File: src/rtl/game_pkg.sv
// ============================================================================
//  Module      : game_pkg
//  Description : Shared definitions for the frame sequencer: default slot
//                count and watchdog limit, counter widths, the sequencer
//                state encoding and a saturating increment helper.
//  Ports       : none (package)
//  Revision    : 1.0 - initial release
// ============================================================================
`default_nettype none

package game_pkg;

    localparam int C_NTASK_DEF   = 4;
    localparam int C_TIMEOUT_DEF = 4096;
    localparam int C_FRAME_CNT_W = 16;
    localparam int C_DROP_CNT_W  = 8;

    typedef enum logic [1:0] {
        ST_IDLE  = 2'd0,
        ST_ISSUE = 2'd1,
        ST_WAIT  = 2'd2
    } seq_state_t;

    // Saturating increment for the dropped-frame counter.
    function automatic logic [C_DROP_CNT_W-1:0] sat_inc_drop(
        input logic [C_DROP_CNT_W-1:0] v
    );
        return (v == '1) ? v : v + 1'b1;
    endfunction

endpackage

`default_nettype wire

File: src/rtl/frame_sequencer_if.sv
// ============================================================================
//  Module      : frame_sequencer_if
//  Description : Bundle of the frame sequencer's control and status signals.
//                master = frame timing / game logic side, slave = sequencer.
//  Signals     : vsync, enable, err_clr, task_done  (master -> slave)
//                task_start, busy, frame_count, overrun, dropped,
//                task_timeout                       (slave -> master)
//  Revision    : 1.0 - initial release
// ============================================================================
`default_nettype none

interface frame_sequencer_if #(
    parameter int NTASK = game_pkg::C_NTASK_DEF
);
    import game_pkg::*;

    logic                     vsync;
    logic                     enable;
    logic                     err_clr;
    logic [NTASK-1:0]         task_done;
    logic [NTASK-1:0]         task_start;
    logic                     busy;
    logic [C_FRAME_CNT_W-1:0] frame_count;
    logic                     overrun;
    logic [C_DROP_CNT_W-1:0]  dropped;
    logic [NTASK-1:0]         task_timeout;

    modport master (
        output vsync, enable, err_clr, task_done,
        input  task_start, busy, frame_count, overrun, dropped, task_timeout
    );

    modport slave (
        input  vsync, enable, err_clr, task_done,
        output task_start, busy, frame_count, overrun, dropped, task_timeout
    );

endinterface

`default_nettype wire

File: src/rtl/seq_watchdog.sv
// ============================================================================
//  Module      : seq_watchdog
//  Description : Per-task watchdog counter. Cleared when a task is started,
//                counts enabled cycles, flags expiry at TIMEOUT-1.
//  Ports       : clk, reset (async, active-high)
//                clear   - zero the count (has priority over enable)
//                enable  - count this cycle
//                expired - count has reached TIMEOUT-1
//  Revision    : 1.0 - initial release
// ============================================================================
`default_nettype none

module seq_watchdog
    import game_pkg::*;
#(
    parameter int TIMEOUT = C_TIMEOUT_DEF
) (
    input  logic clk,
    input  logic reset,
    input  logic clear,
    input  logic enable,
    output logic expired
);

    localparam int                C_CNT_W = $clog2(TIMEOUT);
    localparam logic [C_CNT_W-1:0] C_LIMIT = C_CNT_W'(TIMEOUT - 1);

    logic [C_CNT_W-1:0] r_count;

    always_ff @(posedge clk or posedge reset) begin
        if (reset) begin
            r_count <= '0;
        end else if (clear) begin
            r_count <= '0;
        end else if (enable && (r_count != C_LIMIT)) begin
            r_count <= r_count + 1'b1;
        end
    end

    assign expired = (r_count == C_LIMIT);

endmodule

`default_nettype wire

File: src/rtl/frame_sequencer.sv
// ============================================================================
//  Module      : frame_sequencer
//  Description : On each vsync rising edge (when enabled) starts the game
//                task slots one after another, waiting for each task's done
//                or its watchdog expiry. Frame starts arriving mid-sequence
//                are dropped and recorded in sticky error status.
//  Ports       : clk, reset (async, active-high)
//                bus (frame_sequencer_if.slave): vsync, enable, err_clr,
//                task_done in; task_start, busy, frame_count, overrun,
//                dropped, task_timeout out
//  Revision    : 1.0 - initial release
// ============================================================================
`default_nettype none

module frame_sequencer
    import game_pkg::*;
#(
    parameter int NTASK   = C_NTASK_DEF,
    parameter int TIMEOUT = C_TIMEOUT_DEF
) (
    input  logic              clk,
    input  logic              reset,
    frame_sequencer_if.slave  bus
);

    localparam int                 C_IDX_W    = $clog2(NTASK);
    localparam logic [C_IDX_W-1:0] C_LAST_IDX = C_IDX_W'(NTASK - 1);

    seq_state_t               r_state;
    seq_state_t               w_state_nxt;
    logic [C_IDX_W-1:0]       r_idx;
    logic [C_IDX_W-1:0]       w_idx_nxt;
    logic                     r_vsync_d;
    logic [C_FRAME_CNT_W-1:0] r_frame_count;
    logic                     r_overrun;
    logic [C_DROP_CNT_W-1:0]  r_dropped;
    logic [NTASK-1:0]         r_task_timeout;

    logic                     w_frame_tick;
    logic                     w_drop;
    logic                     w_seq_start;
    logic                     w_advance;
    logic                     w_wd_clear;
    logic                     w_wd_en;
    logic                     w_wd_expired;
    logic [NTASK-1:0]         w_task_start;
    logic [NTASK-1:0]         w_timeout_set;

    assign w_frame_tick = bus.vsync & ~r_vsync_d;
    // A frame start while a sequence is running is dropped, never queued.
    assign w_drop       = w_frame_tick & (r_state != ST_IDLE);

    seq_watchdog #(
        .TIMEOUT (TIMEOUT)
    ) u_watchdog (
        .clk     (clk),
        .reset   (reset),
        .clear   (w_wd_clear),
        .enable  (w_wd_en),
        .expired (w_wd_expired)
    );

    always_ff @(posedge clk or posedge reset) begin
        if (reset) begin
            r_state   <= ST_IDLE;
            r_idx     <= '0;
            r_vsync_d <= 1'b0;
        end else begin
            r_state   <= w_state_nxt;
            r_idx     <= w_idx_nxt;
            r_vsync_d <= bus.vsync;
        end
    end

    always_comb begin
        w_state_nxt   = r_state;
        w_idx_nxt     = r_idx;
        w_task_start  = '0;
        w_timeout_set = '0;
        w_wd_clear    = 1'b0;
        w_wd_en       = 1'b0;
        w_seq_start   = 1'b0;
        w_advance     = 1'b0;

        case (r_state)
            ST_IDLE: begin
                if (w_frame_tick && bus.enable) begin
                    w_seq_start = 1'b1;
                    w_idx_nxt   = '0;
                    w_state_nxt = ST_ISSUE;
                end
            end
            ST_ISSUE: begin
                // done is deliberately not looked at here: only the WAIT
                // cycles following the start pulse can complete a task.
                w_task_start[r_idx] = 1'b1;
                w_wd_clear          = 1'b1;
                w_state_nxt         = ST_WAIT;
            end
            ST_WAIT: begin
                // done is checked before expiry so a late done still counts.
                if (bus.task_done[r_idx]) begin
                    w_advance = 1'b1;
                end else if (w_wd_expired) begin
                    w_timeout_set[r_idx] = 1'b1;
                    w_advance            = 1'b1;
                end else begin
                    w_wd_en = 1'b1;
                end
            end
            default: begin
                w_state_nxt = ST_IDLE;
            end
        endcase

        if (w_advance) begin
            if (r_idx == C_LAST_IDX) begin
                w_state_nxt = ST_IDLE;
            end else begin
                w_idx_nxt   = r_idx + 1'b1;
                w_state_nxt = ST_ISSUE;
            end
        end
    end

    // Status registers: a set event in the same cycle as err_clr survives
    // the clear (dropped restarts at 1, new timeout bits are kept).
    always_ff @(posedge clk or posedge reset) begin
        if (reset) begin
            r_frame_count  <= '0;
            r_overrun      <= 1'b0;
            r_dropped      <= '0;
            r_task_timeout <= '0;
        end else begin
            if (w_seq_start) begin
                r_frame_count <= r_frame_count + 1'b1;
            end

            if (w_drop) begin
                r_overrun <= 1'b1;
                r_dropped <= bus.err_clr ? C_DROP_CNT_W'(1) : sat_inc_drop(r_dropped);
            end else if (bus.err_clr) begin
                r_overrun <= 1'b0;
                r_dropped <= '0;
            end

            r_task_timeout <= (bus.err_clr ? '0 : r_task_timeout) | w_timeout_set;
        end
    end

    assign bus.task_start   = w_task_start;
    assign bus.busy         = (r_state != ST_IDLE);
    assign bus.frame_count  = r_frame_count;
    assign bus.overrun      = r_overrun;
    assign bus.dropped      = r_dropped;
    assign bus.task_timeout = r_task_timeout;

endmodule

`default_nettype wire

File: src/flat_wrapper.sv
// flat-port wrapper written by rule: the top's interface ports become plain ports
module frame_sequencer_flat import game_pkg::*;
#(
    parameter int NTASK   = C_NTASK_DEF,
    parameter int TIMEOUT = C_TIMEOUT_DEF
)
  (clk, reset, bus_vsync, bus_enable, bus_err_clr, bus_task_done, bus_task_start, bus_busy, bus_frame_count, bus_overrun, bus_dropped, bus_task_timeout);
  frame_sequencer_if #(.NTASK(NTASK)) bus_i ();
  input  logic clk;
  input  logic reset;
  input wire logic [$bits(bus_i.vsync)-1:0] bus_vsync;
  input wire logic [$bits(bus_i.enable)-1:0] bus_enable;
  input wire logic [$bits(bus_i.err_clr)-1:0] bus_err_clr;
  input wire logic [$bits(bus_i.task_done)-1:0] bus_task_done;
  output wire logic [$bits(bus_i.task_start)-1:0] bus_task_start;
  output wire logic [$bits(bus_i.busy)-1:0] bus_busy;
  output wire logic [$bits(bus_i.frame_count)-1:0] bus_frame_count;
  output wire logic [$bits(bus_i.overrun)-1:0] bus_overrun;
  output wire logic [$bits(bus_i.dropped)-1:0] bus_dropped;
  output wire logic [$bits(bus_i.task_timeout)-1:0] bus_task_timeout;
  assign bus_i.vsync = bus_vsync;
  assign bus_i.enable = bus_enable;
  assign bus_i.err_clr = bus_err_clr;
  assign bus_i.task_done = bus_task_done;
  assign bus_task_start = bus_i.task_start;
  assign bus_busy = bus_i.busy;
  assign bus_frame_count = bus_i.frame_count;
  assign bus_overrun = bus_i.overrun;
  assign bus_dropped = bus_i.dropped;
  assign bus_task_timeout = bus_i.task_timeout;
  frame_sequencer #(.NTASK(NTASK), .TIMEOUT(TIMEOUT)) u_core (.clk(clk), .reset(reset), .bus(bus_i));
endmodule
File: config.mk
export PLATFORM = sky130hd
export DESIGN_NAME = frame_sequencer_flat
export DESIGN_NICKNAME = d
export VERILOG_FILES = /design/src/rtl/game_pkg.sv /design/src/rtl/frame_sequencer_if.sv /design/src/rtl/seq_watchdog.sv /design/src/rtl/frame_sequencer.sv /design/src/flat_wrapper.sv
export SDC_FILE = /design/constraint.sdc
export NUM_CORES = 1
export LEC_CHECK = 0
export BUFFER_PORTS_ARGS = -buffer_cell sky130_fd_sc_hd__clkbuf_2
export CAP_MARGIN = 25
export CORE_UTILIZATION = 50
export CTS_CLUSTER_DIAMETER = 200
export DETAILED_ROUTE_END_ITERATION = 7
export GPL_TIMING_DRIVEN = 0
export PLACE_DENSITY = 0.72
export SYNTH_ARGS = -nofsm -noshare
export SYNTH_HDL_FRONTEND = slang
export SYNTH_SLANG_ARGS = --single-unit
export TNS_END_PERCENT = 50
File: constraint.sdc
create_clock -name clk -period 3.2 [get_ports clk]
set_input_delay 0.48 -clock clk [delete_from_list [all_inputs] [get_ports clk]]
set_output_delay 0.48 -clock clk [all_outputs]
set_load 0.05 [all_outputs]
* Word-level counts from Yosys, hierarchy flattened *
Cells that the tools add are included.

cells by class
  add/subtract/negate cells = 4
  magnitude comparators = 2
  eq/ne operators = 9
  mux-type cells = 34
  bitwise operators = 4
  reduce and logical (&&, ||, !) cells = 9

operator list
  operator                                                                  count
  8-bit two-way mux                                                         4
  12-bit two-way mux                                                        2
  4-bit two-way mux                                                         5
  16-bit by 1-bit adder with 16-bit output (second input constant)          1
  1-bit two-way mux                                                         14
  12-bit by 1-bit adder with 12-bit output (second input constant)          1
  12-bit equality test (second input constant)                              1
  2-bit two-way mux                                                         6
  12-bit inequality test (second input constant)                            1
  8-bit by 1-bit adder with 8-bit output (second input constant)            1
  8-bit equality test (second input constant)                               1
  2-bit case mux with 3 select lines                                        1
  2-bit nonzero test                                                        3
  2-bit equality test (second input constant)                               2
  4-bit OR                                                                  1
  2-bit AND reduction                                                       2
  1-bit logical AND                                                         3
  2-bit by 3-bit < comparator with 1-bit output (second input constant)     1
  3-bit by 1-bit inequality test with 1-bit output (second input constant)  1
  2-bit by 1-bit adder with 2-bit output (second input constant)            1
  1-bit bitwise AND                                                         2
  1-bit binary-select mux with 2-bit select                                 1
  1-bit demux with 2-bit select                                             1
  2-bit by 1-bit equality test with 1-bit output (second input constant)    1
  5 further kinds                                                           5

storage, ports and cells
  register bits = 46
  bits of input ports = 9
  word-level logic and storage cells = 70

* Longest topological paths before layout *
Gate-level depths: netlist of run 1.

  word-level depth = 8
  gate-level depth with buffers = 6
  gate-level depth less buffers = 5

* Cells and area by module *
Synthesis of run 1 repeated with hierarchy kept, for this count alone.

second synthesis, totals
  cells, all modules = 238
  area, all modules = 2392.3 um^2

modules (own cells, without submodules)
  module           times used  cells an instance  area each (um^2)  sequential area each (um^2)
  frame_sequencer  1           164                1681.6            850.8
  seq_watchdog     1           74                 710.7             300.3

* Worst setup path after synthesis of run 1 *
Ideal clock, no wire load.

  path kind = flip-flop to flip-flop
  start point = register u_core.r_dropped[3] (netlist: u_core.bus.dropped[3])
  end point = register u_core.r_dropped[3] (netlist: u_core.bus.dropped[3])
  setup time = 0.078 ns
  data arrival time = 1.795 ns
  slack = 1.327 ns
  cell stages (with the launch flop) = 6
  buffers on the path = 1
  path through = dfrtp_1 > and4_4 > and4_1 > clkbuf_1 > or4_1 > a21oi_1

between the ends
  cells in the longest elaborated chain, start to end = 4
  elaborated cells on any way between the ends = 7
  classes of those cells = 1 x add/sub; 2 x eq/ne; 3 x mux; 1 x reduce/logical

RTL lines
  item                                    RTL line                text
  from (decl)                             frame_sequencer.sv:36   logic [C_DROP_CNT_W-1:0] r_dropped;
  from (signal assigned)                  frame_sequencer.sv:141  r_dropped <= bus.err_clr ? C_DROP_CNT_W'(1) : sat_inc_drop(r_dropped);
  8-bit by 1-bit adder with 8-bit output  game_pkg.sv:28          return (v == '1) ? v : v + 1'b1;
  8-bit two-way mux                       game_pkg.sv:28
  8-bit two-way mux                       frame_sequencer.sv:141
  8-bit two-way mux                       frame_sequencer.sv:139  if (w_drop) begin

Parallel ways exist; a longest one is shown, timed or not. The select of a mux whose other input is x is not followed.
A chain may end at the register's enable or synchronous reset.

* Final worst setup path of run 1 *
  start point = register u_core.r_state[0]
  end point = output bus_task_start[1]

between the ends
  cells in the longest elaborated chain, start to end = 2

RTL lines
  item                                            RTL line               text
  from (decl)                                     frame_sequencer.sv:29  seq_state_t r_state;
  from (signal assigned)                          frame_sequencer.sv:69  r_state <= w_state_nxt;
  2-bit by 1-bit equality test with 1-bit output  frame_sequencer.sv:85  case (r_state)
  4-bit two-way mux                               frame_sequencer.sv:85
  to (decl)                                       flat_wrapper.sv:15     output wire logic [$bits(bus_i.task_start)-1:0] bus_task_start;

Every way passes these cells.

==> flow_summary.ini, run 1 <==
[worst_setup_path]
critPathSlowestCell = dfrtp_1
critPathCaptureType = output port
critPathMaxFanout = 8
cp.required_ps = 2720
cp_top_family = simple AND/OR/NAND/NOR gates
path_buf_inv = 1
worst_setup_path_start_kind = register
crit_chain = nor2b_1, and2_1, clkbuf_2
cp.arrival_ps = 1730
critical_path_class = register to output port
cpPeakStageDelay_ps = 480

[timing]
fmax_mhz = 452.4
fin_crit_sh_pct = 69.07
final.setup.tns_ps = 0
finalSetupViolCount = 0
whs_ps = 50.73
worst_slew_pin_slew_ps = 503.0
drv_slew = 0
fin_skew_ps = 9.558
hold_violations = 0
fin_crit_ps = 2210
slew_headroom_pct = 66.40
finalWorstSetupSlack_ps = 989.6
rsz0062_at_grt = false

[cts]
cts_buffers = 5
post-cts-setup-buffers = 0
cts_max_level = 2
cts.path.max_buffers = 2
insertion_delay_ps = 300
clk_pin_slew_ps = 90
cts_hold_buf = 0
cts_tree = yes
cts_resized = 0
cts-root-buf = clkbuf_8
cts.sinks = 46

[floorplanning]
num_rows = 25
pin_count = 43
core_um2 = 4723
start_util_pct = 51.71
design.die.area_um2 = 5168
chipWidth_um = 71.89
die_h_um = 71.89

[power_and_ir_drop]
p_total_uw = 1650
p_leak_uw = 0.001354
power_density_nw_per_um2 = 580.3
ir_drop_mv = 0.4356

[global_routing]
busiest_layer = met1
use_met2_pct = 29.25
grt_pass1_wl_um = 8017
grt_pass1_vias = 1690
antenna_found_initial = 0
grt-ovfl-total = 0
grt_max_degree = 41
use_met1_pct = 29.27
met3_usage_pct = 5.000
gr-usage-all-layers_pct = 19.99

[placed_design]
dp_hpwl_um = 3365
numPortBuffers = 41
gp_congestion = 0.7755
dp_slack_ps = 1220

[synthesis]
synth-async-reset-ratio_pct = 100.0
yosysWarnings = 0
ys.flop_type = dfrtp_1
synth_top_area_cell = dfrtp_1
synth-edff-count = 0
syn-instance-count = 224
syn-num-nets = 240
yosysSeqAreaShare_pct = 47.13
ys_ff_latch = 46
synth_top_cell_area_share_pct = 47.13
avgSynthCellArea_um2 = 10.90
netlist_area_um2 = 2442
ys_types = 52
synth_area_leaders = dfrtp_1 47%, xor2_1 3.9%, ha_1 3.6%, mux2i_1 3.3%, nand2_1 2.6%

[final_layout]
final_util_pct = 60.19
nNetsFinal = 289
num-fill-cells = 393
multi_input_area_um2 = 1235
num_antenna_cells = 0
drive_above_1_share_pct = 26.64
syn_to_final_growth_pct = 16.39
seq_area_um2 = 1151

[hold_path]
hp-class = primary input to async pin

[detailed_routing]
drtPass1Iterations = 4
wl_per_cell_um = 13.75
wirelength_um = 4690
vias_per_cell = 5.569
drcViolationCount = 0
postRouteAntennaNets = 0
dr.first_iter.drc_count = 108
vias = 1899

[flow_run]
max_cap_violations = 0

[status]
status = complete, no violations
metal layers:
layer	wire length [um]	part of all wire (%)
met1	2315	49
met2	2070	44
met3	243	5.2
met4	61	1.3
met5	0	0
state kept, by name, summed over array words and instances (netlist names):
| signal | flops |
|---|---|
| u_core.bus.frame_count | 16 |
| u_core.u_watchdog.r_count | 12 |
| u_core.bus.dropped | 8 |
| u_core.bus.task_timeout | 4 |
| u_core.r_idx | 2 |
| u_core.r_state | 2 |
| u_core.bus.overrun | 1 |
| u_core.r_vsync_d | 1 |
cell families (layout without fill, tap and decap cells):
kind of cell	Yosys count	in the layout	share of synthesized area [%]
flops	46	46	47.13
buf+inv	14	64	2.305
simple gates	92	92	25.62
mux	10	10	4.201
xor+xnor	15	15	5.379
compound gates	40	40	11.78
fa+ha+maj	7	7	3.586
cells in the final DEF (no fill, tap or decap), types with 3 or more instances in the layout:
cell / instances
and2_1: 5
and3_1: 3
nor3_1: 4
o31ai_1: 8
nand2_1: 17
a21oi_1: 9
or3_1: 3
a22o_1: 4
o21ai_0: 4
nor2b_1: 3
or4_1: 6
nor4_2: 4
nand3_1: 11
clkbuf_2: 41
clkbuf_1: 4
xnor2_1: 4
buf_2: 3
nand4_1: 4
inv_1: 7
dfrtp_1: 46
nor3b_1: 3
xor2_1: 11
o311ai_0: 3
ha_1: 7
mux2i_1: 8
clkbuf_8: 6
nor2_1: 6
nand2b_1: 3
where the power goes:
part           switching (uW)  total, uW  internal, uW
combinational             353        528           174
sequential                105        755           650
clock                     192        366           175
total                     650       1650           999
cells in the mapped netlist, types with 4 or more instances:
cell type  count
inv_1          8
a21oi_1        9
a22o_1         4
xnor2_1        4
nand3_1       11
nor2_1         6
nor4_2         4
dfrtp_1       46
and2_1         5
nor3_1         4
o21ai_0        4
xor2_1        11
o31ai_1        8
nand2_1       17
or4_1          6
mux2i_1        8
nand4_1        4
ha_1           7
final cells by class:
| cell class | instances | share of cell area, % |
|---|---|---|
| Buffer | 6 | 0.9243 |
| Clock buffer | 7 | 3.037 |
| Multi-Input combinational cell | 164 | 43.44 |
| Clock inverter | 1 | 0.1761 |
| Timing Repair Buffer | 42 | 7.923 |
| Tap cell | 67 | 2.949 |
| Inverter | 8 | 1.056 |
| Sequential cell | 46 | 40.49 |
path summary, 6_finish.rpt:
path	start	end	cells past startpoint	slack, ps
max in group asynchronous	reset	u_core.bus.task_timeout[2]$_DFF_PP0_	3	2690
max reg2reg	u_core.u_watchdog.r_count[1]$_DFFE_PP0P_	u_core.r_idx[1]$_DFF_PP0_	5	1210
min in group clk	bus_vsync	u_core.r_vsync_d$_DFF_PP0_	1	310
min reg2reg	u_core.bus.frame_count[15]$_DFFE_PP0P_	u_core.bus.frame_count[15]$_DFFE_PP0P_	1	490
min	reset	u_core.bus.frame_count[6]$_DFFE_PP0P_	2	50
max	u_core.r_state[0]$_DFFE_PP0P_	bus_task_start[1]	3	990
metrics by stage:
step / cell area (um^2) / instances
floorplan: 2442 / 224
global placement: 2731 / 332
detailed placement: 2751 / 333
CTS: 2843 / 341
global route: 2843 / 341
finish: 2843 / 341
No activity file was read; power rests on OpenSTA's default activity.
==> inputs of run 2 (changes only) <==
Settings changed: ABC_AREA from default to 1, PLACE_DENSITY 0.72 to 0.71.
Clock period 3.2 ns to 2.1 ns, I/O delays scaled along.
==> flow_summary.ini, run 2 <==
[worst_setup_path]
critPathMaxFanout = 16
critPathCaptureType = output port
ff2ff_path_depth = 8
cp.required_ps = 1780
critical_path_class = register to output port
cp.arrival_ps = 1660
worst_setup_path_start_kind = register

[placed_design]
numPortBuffers = 42
gp_congestion = 0.9005
placed_cells = 454
dp_slack_ps = 159.0
dp_hpwl_um = 3977

[final_layout]
num_antenna_cells = 0
layoutNonFillerInstCount = 461
syn_to_final_growth_pct = 15.23
drive_above_1_share_pct = 18.67
num-fill-cells = 500
final_util_pct = 59.68
layout_commonest_cell = nand2_1
nNetsFinal = 407
layout_common_cells = 109 x nand2_1, 46 x dfrtp_1, 42 x clkbuf_2
largest_reg_flops = 16

[global_routing]
grt_max_degree = 32
grt-ovfl-total = 0
grt_pass1_wl_um = 8804
gr-usage-all-layers_pct = 20.77
antenna_found_initial = 0
grt_pass1_vias = 2025

[timing]
hold_violations = 0
fin_crit_ps = 1975
final.setup.tns_ps = 0
fmax_mhz = 506.3
slew_headroom_pct = 71.79
fin_crit_sh_pct = 94.05
rsz0062_at_grt = false
fin_skew_ps = 7.813
finalWorstSetupSlack_ps = 124.9
finalSetupViolCount = 0
worst_slew_pin_slew_ps = 422.0
drv_slew = 0

[power_and_ir_drop]
p_switching_uw = 1164
switching_share_pct = 44.17
power_density_nw_per_um2 = 864.7
power.share.clock_pct = 19.4
power_frac_comb_pct = 37.4
sequentialPowerShare_pct = 43.2
power.internal_uw = 1471
p_leak_uw = 0.001641
ir_drop_mv = 0.4988
p_total_uw = 2636

[flow_run]
max_cap_violations = 0

[cts]
cts-root-buf = clkbuf_8
insertion_delay_ps = 300
cts.path.max_buffers = 2
cts_tree = yes
clk_pin_slew_ps = 80
post-cts-setup-buffers = 0
cts_buffers = 5
cts.sinks = 46
cts_max_level = 2

[floorplanning]
num_rows = 26
pin_count = 43
chipWidth_um = 74.73
die_h_um = 74.73
core_um2 = 5107
start_util_pct = 51.79
design.die.area_um2 = 5585

[detailed_routing]
wl_per_cell_um = 11.50
postRouteAntennaNets = 0
vias_per_cell = 4.926
drcViolationCount = 0
drtPass1Iterations = 6
vias = 2271
dr.first_iter.drc_count = 88
wirelength_um = 5303

[synthesis]
avgSynthCellArea_um2 = 7.757
ys_ff_latch = 46
yosysMostFrequentCell = nand2_1
synth-async-reset-ratio_pct = 100.0
syn-instance-count = 341
synth_top_cell_area_share_pct = 43.52
netlist_area_um2 = 2645
synth_top_area_cell = dfrtp_1
yosysSeqAreaShare_pct = 43.52
synth_commonest_cells = 109 x nand2_1, 46 x dfrtp_1, 41 x inv_1
yosysWarnings = 0
synth_area_leaders = dfrtp_1 44%, nand2_1 15%, nand3_1 6.8%, inv_1 5.8%, nor2_1 4.4%
ys_types = 29
ys.flop_type = dfrtp_1
synth-edff-count = 0
syn-num-nets = 357

[hold_path]
worst_hold_path.num_cells = 1
hp-class = primary input to register

[status]
status = complete, no violations
[run 2: changes by cell type after synthesis, moves of 8 or more]
cell,before,now
nand2_1,17,109
nand3_1,11,36
mux2i_1,8,0
o31ai_1,8,0
inv_1,8,41
nor2_1,6,31
[run 2: critical path: stages (launching register included)]
cell      delay, ps
dfrtp_1         380
inv_1            60
nor2_1          270
inv_2           220
nor2_1          140
clkbuf_2        290
[run 2: layer usage]
metal,global-route usage (%),part of all wire [%],vias up
met5,0,0,-
met4,8.176,2.1,0
met3,4.552,3.4,10
met2,35.24,47,44
met1,25.83,48,1043
li1,-,-,1174
[run 2: per-stage QoR]
stage | area (um^2) | hold WS, ps
floorplan | 2645 | 346.4
global placement | 2943 | 469.2
detailed placement | 2963 | 313.2
CTS | 3048 | 172.0
global route | 3048 | 172.9
finish | 3048 | 178.1
[run 2: final timing paths]
kind | from | endpoint | slack, ps
worst min-delay path | bus_vsync | u_core.r_vsync_d$_DFF_PP0_ | 180
worst max register to register | u_core.u_watchdog.r_count[0]$_DFFE_PP0P_ | u_core.r_idx[0]$_DFF_PP0_ | 510
max in group asynchronous | reset | u_core.u_watchdog.r_count[11]$_DFFE_PP0P_ | 1080
worst min register to register | u_core.bus.task_timeout[1]$_DFF_PP0_ | u_core.bus.task_timeout[1]$_DFF_PP0_ | 490
min in group asynchronous | reset | u_core.bus.dropped[3]$_DFFE_PP0P_ | 520
worst max-delay path | u_core.r_state[0]$_DFFE_PP0P_ | bus_task_start[1] | 120
[run 2: layout make-up]
type                       count  area, um^2  area share (%)
buffer                         2       18.77          0.6158
clock inverter                 2       10.01          0.3284
tap                           70       87.58           2.874
timing repair buffer          44       240.2           7.882
clock buffer                   5       68.82           2.258
sequential                    46        1151           37.77
multi-input combinational    249        1310           42.98
inverter                      43       161.4           5.296
[run 2: power by group through the flow]
stage	clock network [uW]	logic, uW	registers, uW
final	512	985	1140
after global routing	571	1090	1160
after CTS	533	993	1140
after detailed placement	0	993	1160
after global placement	0	971	1150
after floorplan	0	550	1360
[run 2: repair_timing]
action	CTS	global route
gates resized for setup	1	0
endpoints found under the hold margin	15	0
endpoints found under the setup margin	4	0
hold buffers	1	0
[run 2: cell families (layout without fill, tap and decap cells)]
logic type,Yosys count,in the layout,share of synthesized area [%]
AOI/OAI and AO/OA,19,19,3.879
adders and majority gates,7,7,3.311
and+or+nand+nor,208,208,37.09
buffers and inverters,46,96,6.954
xor gates and xnor gates,15,15,5.251
DFF,46,46,43.52
==> inputs of run 3 (changes only) <==
==> constraint.sdc (replaced) <==
create_clock -name clk -period 2.47 [get_ports clk]
set_input_delay 0 -clock clk [delete_from_list [all_inputs] [get_ports clk]]
set_output_delay 0 -clock clk [all_outputs]
set_load 0.05 [all_outputs]
==> flow_summary.ini, run 3 (synthesis results as in run 2) <==
[status]
status = complete, no violations

[final_layout]
syn_to_final_growth_pct = 16.13
seq_area_um2 = 1151
layout_common_cells = 109 x nand2_1, 46 x dfrtp_1, 42 x clkbuf_2
multi_input_area_um2 = 1310
nNetsFinal = 410
num_antenna_cells = 0
drive_above_1_share_pct = 18.27
num-fill-cells = 499
largest_reg_flops = 16
layout_commonest_cell = nand2_1

[floorplanning]
num_rows = 26
design.die.area_um2 = 5585
chipWidth_um = 74.73
core_um2 = 5107
pin_count = 43
start_util_pct = 51.79
die_h_um = 74.73

[cts]
post-cts-setup-buffers = 0
cts_tree = yes
cts_resized = 0
cts_max_level = 2
clk_pin_slew_ps = 80
cts.sinks = 46
cts_buffers = 5
insertion_delay_ps = 300
cts-root-buf = clkbuf_8
cts.path.max_buffers = 2

[timing]
finalSetupViolCount = 0
fin_crit_ps = 1949
worst_slew_pin_slew_ps = 503.9
final.setup.tns_ps = 0
fin_crit_sh_pct = 78.91
rsz0062_at_grt = false
fin_skew_ps = 6.280
drv_slew = 0
hold_violations = 0
whs_ps = 163.3
slew_headroom_pct = 66.41
fmax_mhz = 513.0

[worst_setup_path]
critical_path_class = register to output port
ff2ff_path_depth = 8
reg2reg_to = u_core.r_idx[0]$_DFF_PP0_
crit_chain = inv_1, nor2_1, inv_1, clkbuf_1, nor2_1, clkbuf_2
worst_setup_path_start_kind = register
cp.required_ps = 2470
rr_startpoint = u_core.u_watchdog.r_count[0]$_DFFE_PP0P_
critPathSlowestCell = dfrtp_1
critPathMaxFanout = 10
path_buf_inv = 4
r2r_slack_ps = 900
startpoint = u_core.r_state[0]$_DFFE_PP0P_
cp_top_family = buffers and inverters
cp.arrival_ps = 1950
critPathCaptureType = output port
cpPeakStageDelay_ps = 380

[power_and_ir_drop]
ir_drop_mv = 0.4216
p_total_uw = 2248
p_leak_uw = 0.001651
power_density_nw_per_um2 = 731.9

[placed_design]
numPortBuffers = 42
gp_congestion = 0.9005
dp_hpwl_um = 3977

[detailed_routing]
drcViolationCount = 0
dr.first_iter.drc_count = 124
wl_per_cell_um = 11.48
wirelength_um = 5327
vias_per_cell = 4.953
vias = 2298
postRouteAntennaNets = 0
drtPass1Iterations = 4

[hold_path]
hp-start = bus_enable
hold-path-endpoint = u_core.bus.frame_count[1]$_DFFE_PP0P_
worst_hold_path.num_cells = 5
hp-class = primary input to register

[global_routing]
grt_pass1_vias = 2037
antenna_found_initial = 0
grt_max_degree = 32
grt-ovfl-total = 0
gr-usage-all-layers_pct = 20.86
grt_pass1_wl_um = 8825

[flow_run]
max_cap_violations = 0
-- run 3: cell count changes in the layout (fill, tap and decap cells not counted), sizes merged --
cell,delta
clkbuf,+1
dlygate4sd3,+2
-- run 3: timing repair --
item,CTS,global route
hold endpoints to repair,17,0
hold buffers,3,0
endpoints found under the setup margin,0,0
-- run 3: layout make-up --
class	count	share of cell area, %
clock buffer	5	2.240
sequential	46	37.47
tap	70	2.851
buffer	3	0.7332
inverter	43	5.255
clock inverter	2	0.3259
multi-input combinational	249	42.65
timing repair buffer	46	8.473
-- run 3: metal layers --
layer / global-route usage [%] / vias up / routed length [um]
met5: 0 / - / 0
met4: 8.805 / 0 / 110
met3: 4.552 / 10 / 186
met2: 34.83 / 42 / 2513
met1: 26.18 / 1063 / 2517
li1: - / 1183 / -
-- run 3: through the flow --
stage | instances | area, um^2 | worst slack, ps | util [%]
floorplan | 341 | 2645 | 736.4 | -
global placement | 453 | 2943 | 778.6 | 57.62
detailed placement | 454 | 2963 | 844.0 | 58.01
CTS | 464 | 3072 | 516.6 | 60.14
global route | 464 | 3072 | 409.7 | 60.14
finish | 464 | 3072 | 520.8 | 60.14
-- run 3: how the worst max path moves through the flow --
stage / slack [ps] / end / depth (start not counted)
floorplan: 740 / u_core.bus.dropped[7]$_DFFE_PP0P_ / 9
global placement: 780 / u_core.r_idx[0]$_DFF_PP0_ / 2
detailed placement: 840 / bus_task_start[1] / 6
CTS: 520 / bus_task_start[1] / 6
global route: 410 / bus_task_start[1] / 6
finish: 520 / bus_task_start[1] / 6
-- run 3: tightest hold or removal path, stage by stage --
cell and delay (ps):
clkbuf_2 90, nand2_1 150, nor2_8 80, nand2_1 60, nand2_1 40
-- run 3: power by group --
group          internal, uW  switching (uW)
registers               852             115
logic                   213             631
clock network           190             247
total                  1250             993
